**src/rtl/lnrv_exu_wbck_arb.sv**
```systemverilog
`default_nettype none
// lnrv_exu_wbck_arb: NUM_SRC-way GPR write-back arbiter feeding a single registered output slot.
// Define LNRV_WBCK_RR_EN for round-robin arbitration; otherwise fixed priority (source 0 highest).
module lnrv_exu_wbck_arb #(
  parameter int NUM_SRC = 5,
  parameter int XLEN    = 32,
  parameter int IDX_W   = 5,
  parameter int SRC_W   = 3
) (
  input  logic                     clk,
  input  logic                     rst_n,
  input  logic [NUM_SRC-1:0]       src_wbck_vld,
  output logic [NUM_SRC-1:0]       src_wbck_rdy,
  input  logic [NUM_SRC*IDX_W-1:0] src_wbck_idx,
  input  logic [NUM_SRC*XLEN-1:0]  src_wbck_wdata,
  output logic                     gpr_wbck_vld,
  input  logic                     gpr_wbck_rdy,
  output logic [IDX_W-1:0]         gpr_wbck_idx,
  output logic [XLEN-1:0]          gpr_wbck_wdata,
  output logic [SRC_W-1:0]         gpr_wbck_src
);

  logic               load_en;
  logic               accept;
  logic [NUM_SRC-1:0] grant;
  logic [SRC_W-1:0]   win_id;
  logic [IDX_W-1:0]   win_idx;
  logic [XLEN-1:0]    win_wdata;

  logic               gpr_vld_q;
  logic [IDX_W-1:0]   gpr_idx_q;
  logic [XLEN-1:0]    gpr_wdata_q;
  logic [SRC_W-1:0]   gpr_src_q;

  assign load_en = ~gpr_vld_q | gpr_wbck_rdy;
  // Accept is masked during reset so no source believes it was consumed.
  assign accept       = (|src_wbck_vld) & load_en & rst_n;
  assign src_wbck_rdy = grant & {NUM_SRC{load_en & rst_n}};

`ifdef LNRV_WBCK_RR_EN
  logic [SRC_W-1:0] ptr_q;
  logic [SRC_W-1:0] ptr_d;
  logic             found;
  int               pos;

  always_comb begin
    grant  = '0;
    win_id = '0;
    found  = 1'b0;
    pos    = 0;
    for (int k = 0; k < NUM_SRC; k++) begin
      pos = int'(ptr_q) + k;
      if (pos >= NUM_SRC) pos = pos - NUM_SRC;
      if (!found && src_wbck_vld[pos]) begin
        found      = 1'b1;
        grant[pos] = 1'b1;
        win_id     = SRC_W'(pos);
      end
    end
  end

  assign ptr_d = (win_id == SRC_W'(NUM_SRC - 1)) ? '0 : win_id + 1'b1;

  always_ff @(posedge clk) begin
    if (!rst_n) begin
      ptr_q <= '0;
    end else if (accept) begin
      ptr_q <= ptr_d;
    end
  end
`else
  always_comb begin
    grant  = '0;
    win_id = '0;
    for (int i = NUM_SRC - 1; i >= 0; i--) begin
      if (src_wbck_vld[i]) begin
        grant    = '0;
        grant[i] = 1'b1;
        win_id   = SRC_W'(i);
      end
    end
  end
`endif

  always_comb begin
    win_idx   = '0;
    win_wdata = '0;
    for (int i = 0; i < NUM_SRC; i++) begin
      if (grant[i]) begin
        win_idx   = src_wbck_idx[i*IDX_W +: IDX_W];
        win_wdata = src_wbck_wdata[i*XLEN +: XLEN];
      end
    end
  end

  // Writes to x0 are consumed but leave the slot empty.
  always_ff @(posedge clk) begin
    if (!rst_n) begin
      gpr_vld_q   <= 1'b0;
      gpr_idx_q   <= '0;
      gpr_wdata_q <= '0;
      gpr_src_q   <= '0;
    end else if (load_en) begin
      if (accept && (win_idx != '0)) begin
        gpr_vld_q   <= 1'b1;
        gpr_idx_q   <= win_idx;
        gpr_wdata_q <= win_wdata;
        gpr_src_q   <= win_id;
      end else begin
        gpr_vld_q   <= 1'b0;
      end
    end
  end

  assign gpr_wbck_vld   = gpr_vld_q;
  assign gpr_wbck_idx   = gpr_idx_q;
  assign gpr_wbck_wdata = gpr_wdata_q;
  assign gpr_wbck_src   = gpr_src_q;

endmodule
`default_nettype wire

```
**config.mk**
```make
export PLATFORM = sky130hd
export DESIGN_NAME = lnrv_exu_wbck_arb
export DESIGN_NICKNAME = d
export VERILOG_FILES = /design/src/rtl/lnrv_exu_wbck_arb.sv
export SDC_FILE = /design/constraint.sdc
export NUM_CORES = 1
export LEC_CHECK = 0
export BUFFER_PORTS_ARGS = -buffer_cell sky130_fd_sc_hd__buf_2
export CELL_PAD_IN_SITES_DETAIL_PLACEMENT = 1
export CELL_PAD_IN_SITES_GLOBAL_PLACEMENT = 1
export CORE_MARGIN = 1
export CORE_UTILIZATION = 26
export DETAILED_ROUTE_END_ITERATION = 8
export MAX_ROUTING_LAYER = met4
export PLACE_DENSITY_LB_ADDON = 0.1
export SYNTH_ARGS = -nofsm -noshare
export SYNTH_HDL_FRONTEND = slang
export SYNTH_SLANG_ARGS = --single-unit
```
**constraint.sdc**
```tcl
create_clock -name clk -period 2.4 [get_ports clk]
set_input_delay 0.12 -clock clk [delete_from_list [all_inputs] [get_ports clk]]
set_output_delay 0.12 -clock clk [all_outputs]
set_load 0.05 [all_outputs]
```
==> results of run 1 <==
[metrics by stage]
| step | utilization | total power, uW | hold slack [ns] | area (um2) | setup WS, ns |
|---|---|---|---|---|---|
| 6_report | 0.404 | 2490 | 0.130 | 4460 | 0.446 |
| 5_1_grt | 0.404 | 2630 | 0.145 | 4460 | 0.223 |
| 4_1_cts | 0.404 | 2520 | 0.129 | 4460 | 0.409 |
| 3_5_place_dp | 0.390 | 1810 | 0.423 | 4300 | 0.150 |
| 3_3_place_gp | 0.390 | 1800 | 0.411 | 4300 | 0.283 |
| 2_1_floorplan | - | 1460 | 0.309 | 3000 | 0.434 |
[state kept, by name (all words and copies together), names as in the netlist]
signal	count
gpr_wbck_src	3
gpr_wbck_vld	1
gpr_wbck_wdata	32
gpr_wbck_idx	5
[cell usage after synthesis (2+ instances only)]
library cell  instances
a21oi_1              30
and2_1                3
inv_1                 2
nor2_1               38
dfxtp_1              41
nand2_1              48
nor3_1               25
mux2i_1              33
and3_1                2
nand2b_1              4
a211oi_1             30
a221oi_1             31
a32oi_1               4
clkbuf_1             31
nand4_1               4
o211a_1               2
buf_2                 4
a22oi_1               8
buf_6                 2
o21ai_0              15
nor2b_1               3
a31oi_1               3
or2_2                 2
o311ai_0              2
o31ai_1               2
buf_12                3
nand3_1               2
[cell families (layout without fill, tap and decap cells)]
kind of cell | count (synthesis) | after routing
AO/OA/AOI/OAI | 134 | 134
buffers and inverters | 43 | 267
flip-flops | 41 | 41
multiplexers | 33 | 33
AND/OR/NAND/NOR | 139 | 139
[cells in the final DEF (no fill, tap or decap), types with 3 or more instances in the layout]
cell	n
a32oi_1	4
nand2_1	48
nand4_1	4
a221oi_1	31
a211oi_1	30
a22oi_1	8
buf_2	238
dfxtp_1	41
nor2_1	38
buf_4	18
and2_1	3
mux2i_1	33
a21oi_1	30
o21ai_0	15
clkbuf_16	5
a31oi_1	3
nor2b_1	3
nand2b_1	4
nor3_1	25
[per-layer routing]
layer	share of wire	global-route usage	wire length (um)
met1	0.40	0.256	5370
met2	0.52	0.439	7060
met3	0.068	0.0474	918
met4	0.011	0.0400	147
met5	0	-	0
[critical path, cell delays in order]
cell     delay, ns
buf_2         0.22
buf_4         0.28
nor2b_4       0.24
o31ai_1       0.10
o21ai_0       0.37
nor2_1        0.15
a21oi_4       0.17
buf_12        0.27
mux2i_1       0.23
[cell type report]
class / instances / area share
clock buffers: 7 / 0.0343
flip-flops and latches: 41 / 0.184
inverters: 2 / 0.00168
well taps: 140 / 0.0393
multi-input cells: 306 / 0.437
repair buffers: 257 / 0.302
clock inverters: 1 / 0.00112
[power breakdown]
| group | internal [uW] | total [uW] | switching (uW) |
|---|---|---|---|
| registers | 764 | 806 | 41.8 |
| clock network | 440 | 697 | 257 |
| logic | 340 | 984 | 644 |
| total | 1540 | 2490 | 943 |
[final timing paths]
| kind | start | to | slack [ns] | cells after the start |
|---|---|---|---|---|
| setup / recovery | src_wbck_vld[2] | gpr_wbck_wdata[4] | 0.45 | 9 |
| hold / removal | src_wbck_wdata[112] | gpr_wbck_wdata[16] | 0.13 | 3 |
| setup reg to reg | gpr_wbck_vld | gpr_wbck_wdata[4] | 0.71 | 5 |
| hold reg to reg | gpr_wbck_wdata[31] | gpr_wbck_wdata[31] | 0.45 | 2 |
==> impl_metrics.toml, run 1 <==
[sta]
maxSlewHeadroom = 0.593
setup_viol = 0
clock_skew_ns = 0.00447
final_hold_viol_count = 0
min_period_over_period = 0.814
fin_crit_ns = 1.95
tightest_slew_ns = 0.609
drv_slew = 0
max_freq_mhz = 512
rsz0062_at_grt = "no"
finalSetupTns_ns = 0

[power_and_ir_drop]
vdd_ir_drop_max_uv = 235
cellLeakagePower_uw = 0.00216
power.density_nw_per_um2 = 558

[final_layout]
diodes = 0
drive_above_1_share = 0.448
instances_no_fill = 754
nFillCells = 1439
multiInputGateArea_um2 = 1950
seq_area_um2 = 821
nets = 806
area_growth_pct = 48.8

[yosys]
synth_compound_area_frac = 0.322
yosysTopAreaCellShare = 0.274
ys_ff_latch = 41
yosys.area.top_type = "dfxtp_1"
ys_types = 43
yosysSeqAreaShare = 0.274
synth_fa_ha_area_frac = 0
synth.area.mux_share = 0.110
syn_nets = 583
synth_top_family_by_area = "compound AO/OA/AOI/OAI gates"
ys.flop_type = "dfxtp_1"
synth_edf_count = 0
syn_area_per_cell_um2 = 7.68
yosys_warnings = 0
synth-xor-area-share = 0
synth_area_um2 = 3000
synthTopCellsByArea = "dfxtp_1 27%, mux2i_1 11%, a221oi_1 9.1%"
postSynth.asyncResetShare = 0
syn_inst = 390
yosys.area_share.simple = 0.217

[drt]
via_per_inst = 5.19
ant_nets = 0
num_vias = 3912
wire_per_inst_um = 17.9
drc = 0
firstDrtPassIters = 4
detail_route.iter0.violations = 115
routed_wl_mm = 13.5

[critical_path]
crit_path_end_kind = "register"
crit_fanout = 32
critPathLaunchType = "input pin"
crit_type = "in -> reg"
worstPathRequired_ns = 2.60
worstPathArrival_ns = 2.15

[global_routing]
grt_pass1_wl_mm = 20.8
first_global_vias = 4064
grt_max_degree = 33
grt_usage = 0.234
antenna_found_initial = 0
grt-ovfl-total = 0

[clock_tree]
cts_resized = 0
h-tree-depth = 2
cts_buffers = 5
ctsLongestPathBuffers = 2
clock_latency_ns = 0.28
cts.hold.buffers_added = 0
cts_root_buffer = "clkbuf_16"
clock-sinks = 41
post_cts_buffers = 0
cts_tree = "done"
clk_pin_slew_ns = 0.06

[die]
dieArea_um2 = 12000
fp.dieH_um = 109
start_util = 0.272
num_io_pins = 239
num_rows = 38
coreArea_um2 = 11000
dieWidth_um = 109

[place]
dp_cells = 746
place_hpwl_mm = 10.7
gp_congestion = 0.886
port_buffers = 238

[hold_path]
min_path_type = "in -> reg"

[outcome]
outcome = "finished clean"

[flow_run]
maxCapViolCount = 0
Note: power is estimated with default switching activity, not from simulation.
==> run 2: changes to the inputs <==
==> constraint.sdc (replaced) <==
create_clock -name clk -period 2.04 [get_ports clk]
set_input_delay 0.102 -clock clk [delete_from_list [all_inputs] [get_ports clk]]
set_output_delay 0.102 -clock clk [all_outputs]
set_load 0.05 [all_outputs]
==> impl_metrics.toml, run 2 (synthesized netlist as in run 1, its figures left out) <==
[outcome]
outcome = "finished clean"

[critical_path]
crit_fanout = 14
crit_path_frequent_cell = "buf_4"
critPathLaunchType = "input pin"
crit_type = "in -> reg"
worstReg2RegEnd = "gpr_wbck_wdata[3]"
path_buf_inv = 3
slowest_stage = "a21oi_1"
r2r_cells = 5
crit_chain = "buf_2 -> buf_4 -> or2_2 -> nand3_1 -> a21oi_1 -> o211a_1 -> buf_4 -> nand2_1 -> a211oi_1"
r2r_slack_ns = 0.36
crit_path_end_kind = "register"
worstPathRequired_ns = 2.23
slowest_delay_ns = 0.30
worstPathArrival_ns = 1.95
crit_family = "compound AO/OA/AOI/OAI gates"
rr_startpoint = "gpr_wbck_vld"

[final_layout]
nets = 815
most-common-layout-cells = "238 x buf_2, 48 x nand2_1, 41 x dfxtp_1"
area_growth_pct = 51.0
mostFrequentLayoutCell = "buf_2"
largest_reg_flops = 32
diodes = 0
drive_above_1_share = 0.454

[die]
num_rows = 38
dieArea_um2 = 12000
fp.dieH_um = 109
num_io_pins = 239
start_util = 0.272
coreArea_um2 = 11000
dieWidth_um = 109

[sta]
clock_skew_ns = 0.00367
rsz0062_at_grt = "no"
tightest_slew_ns = 0.598
final_hold_viol_count = 0
maxSlewHeadroom = 0.600
setup_viol = 0
max_freq_mhz = 568
holdWs_ns = 0.123
setup_slack_ns = 0.280
min_period_over_period = 0.863
drv_slew = 0
fin_crit_ns = 1.76

[power_and_ir_drop]
p_comb_frac = 0.413
cellLeakagePower_uw = 0.00220
vdd_ir_drop_max_uv = 313
power.density_nw_per_um2 = 632
p_switching_uw = 1100
intPower_uw = 1760
swShare = 0.386
pwr-share-seq = 0.333
pwr-share-clk = 0.254

[global_routing]
grt-ovfl-total = 0
grt_usage = 0.239
first_global_vias = 4252
antenna_found_initial = 0
grt_pass1_wl_mm = 21.3
grt_max_degree = 29

[clock_tree]
clk_pin_slew_ns = 0.06
cts.hold.buffers_added = 0
h-tree-depth = 2
cts_root_buffer = "clkbuf_16"
cts_tree = "done"
ctsLongestPathBuffers = 2
clock-sinks = 41
clock_latency_ns = 0.28
cts_resized = 0
post_cts_buffers = 0
cts_buffers = 5

[drt]
num_vias = 4012
firstDrtPassIters = 4
ant_nets = 0
routed_wl_mm = 13.7
detail_route.iter0.violations = 125
via_per_inst = 5.27
drc = 0
wire_per_inst_um = 18.0

[place]
port_buffers = 238
gp_congestion = 0.811
post-place-ws_ns = -0.0149
place_hpwl_mm = 11.0

[hold_path]
worstHoldEndpoint = "gpr_wbck_wdata[15]"
min_path_type = "in -> reg"
hold_start = "src_wbck_wdata[143]"
min_path_cells = 3

[flow_run]
maxCapViolCount = 0
run 2: cell count changes in the layout (fill, tap and decap cells not counted):
cell / delta
clkbuf_8: -2
buf_4: +7
buf_12: +2
run 2: worst max-delay path by stage:
| stage | start | to | slack [ns] | depth (start not counted) |
|---|---|---|---|---|
| after floorplan | src_wbck_vld[1] | gpr_wbck_wdata[0] | 0.09 | 10 |
| after global placement | src_wbck_vld[2] | gpr_wbck_idx[2] | 0.08 | 9 |
| after detailed placement | src_wbck_vld[2] | gpr_wbck_wdata[18] | -0.01 | 8 |
| after CTS | gpr_wbck_vld | src_wbck_rdy[4] | 0.24 | 4 |
| after global routing | src_wbck_vld[2] | gpr_wbck_wdata[3] | 0.12 | 8 |
| final | src_wbck_vld[2] | gpr_wbck_idx[0] | 0.28 | 9 |
run 2: metrics by stage:
step | cells | area, um2 | power (uW) | setup TNS [ns] | util
floorplan | 390 | 3000 | 1710 | 0 | -
global placement | 755 | 4390 | 2140 | 0 | 0.398
detailed placement | 755 | 4390 | 2160 | -0.0394 | 0.398
CTS | 761 | 4520 | 2900 | 0 | 0.410
global route | 761 | 4520 | 3040 | 0 | 0.410
finish | 761 | 4520 | 2860 | 0 | 0.410
run 2: final cells by class:
type	count	area [um2]
timing repair buffer	266	1440
fill	1438	6510
sequential	41	821
inverter	2	7.51
multi-input combinational	306	1950
clock buffer	5	125
tap	140	175
clock inverter	1	5.00
run 2: power by group through the flow:
stage          registers (uW)  logic [uW]  clock network (uW)
2_1_floorplan            1300         419                   0
3_3_place_gp              963        1180                   0
3_5_place_dp              967        1190                   0
4_1_cts                   952        1190                 757
5_1_grt                   964        1270                 798
6_report                  951        1180                 727
run 2: routing by layer:
layer | global-route usage | part of all wire | vias up
li1 | - | - | 1939
met3 | 0.0462 | 0.063 | 20
met2 | 0.439 | 0.51 | 153
met5 | - | 0 | -
met4 | 0.0619 | 0.019 | 0
met1 | 0.262 | 0.41 | 1900
run 2: worst min-delay path, stage by stage:
cell	delay, ns
buf_2	0.07
a221oi_1	0.06
mux2i_1	0.12
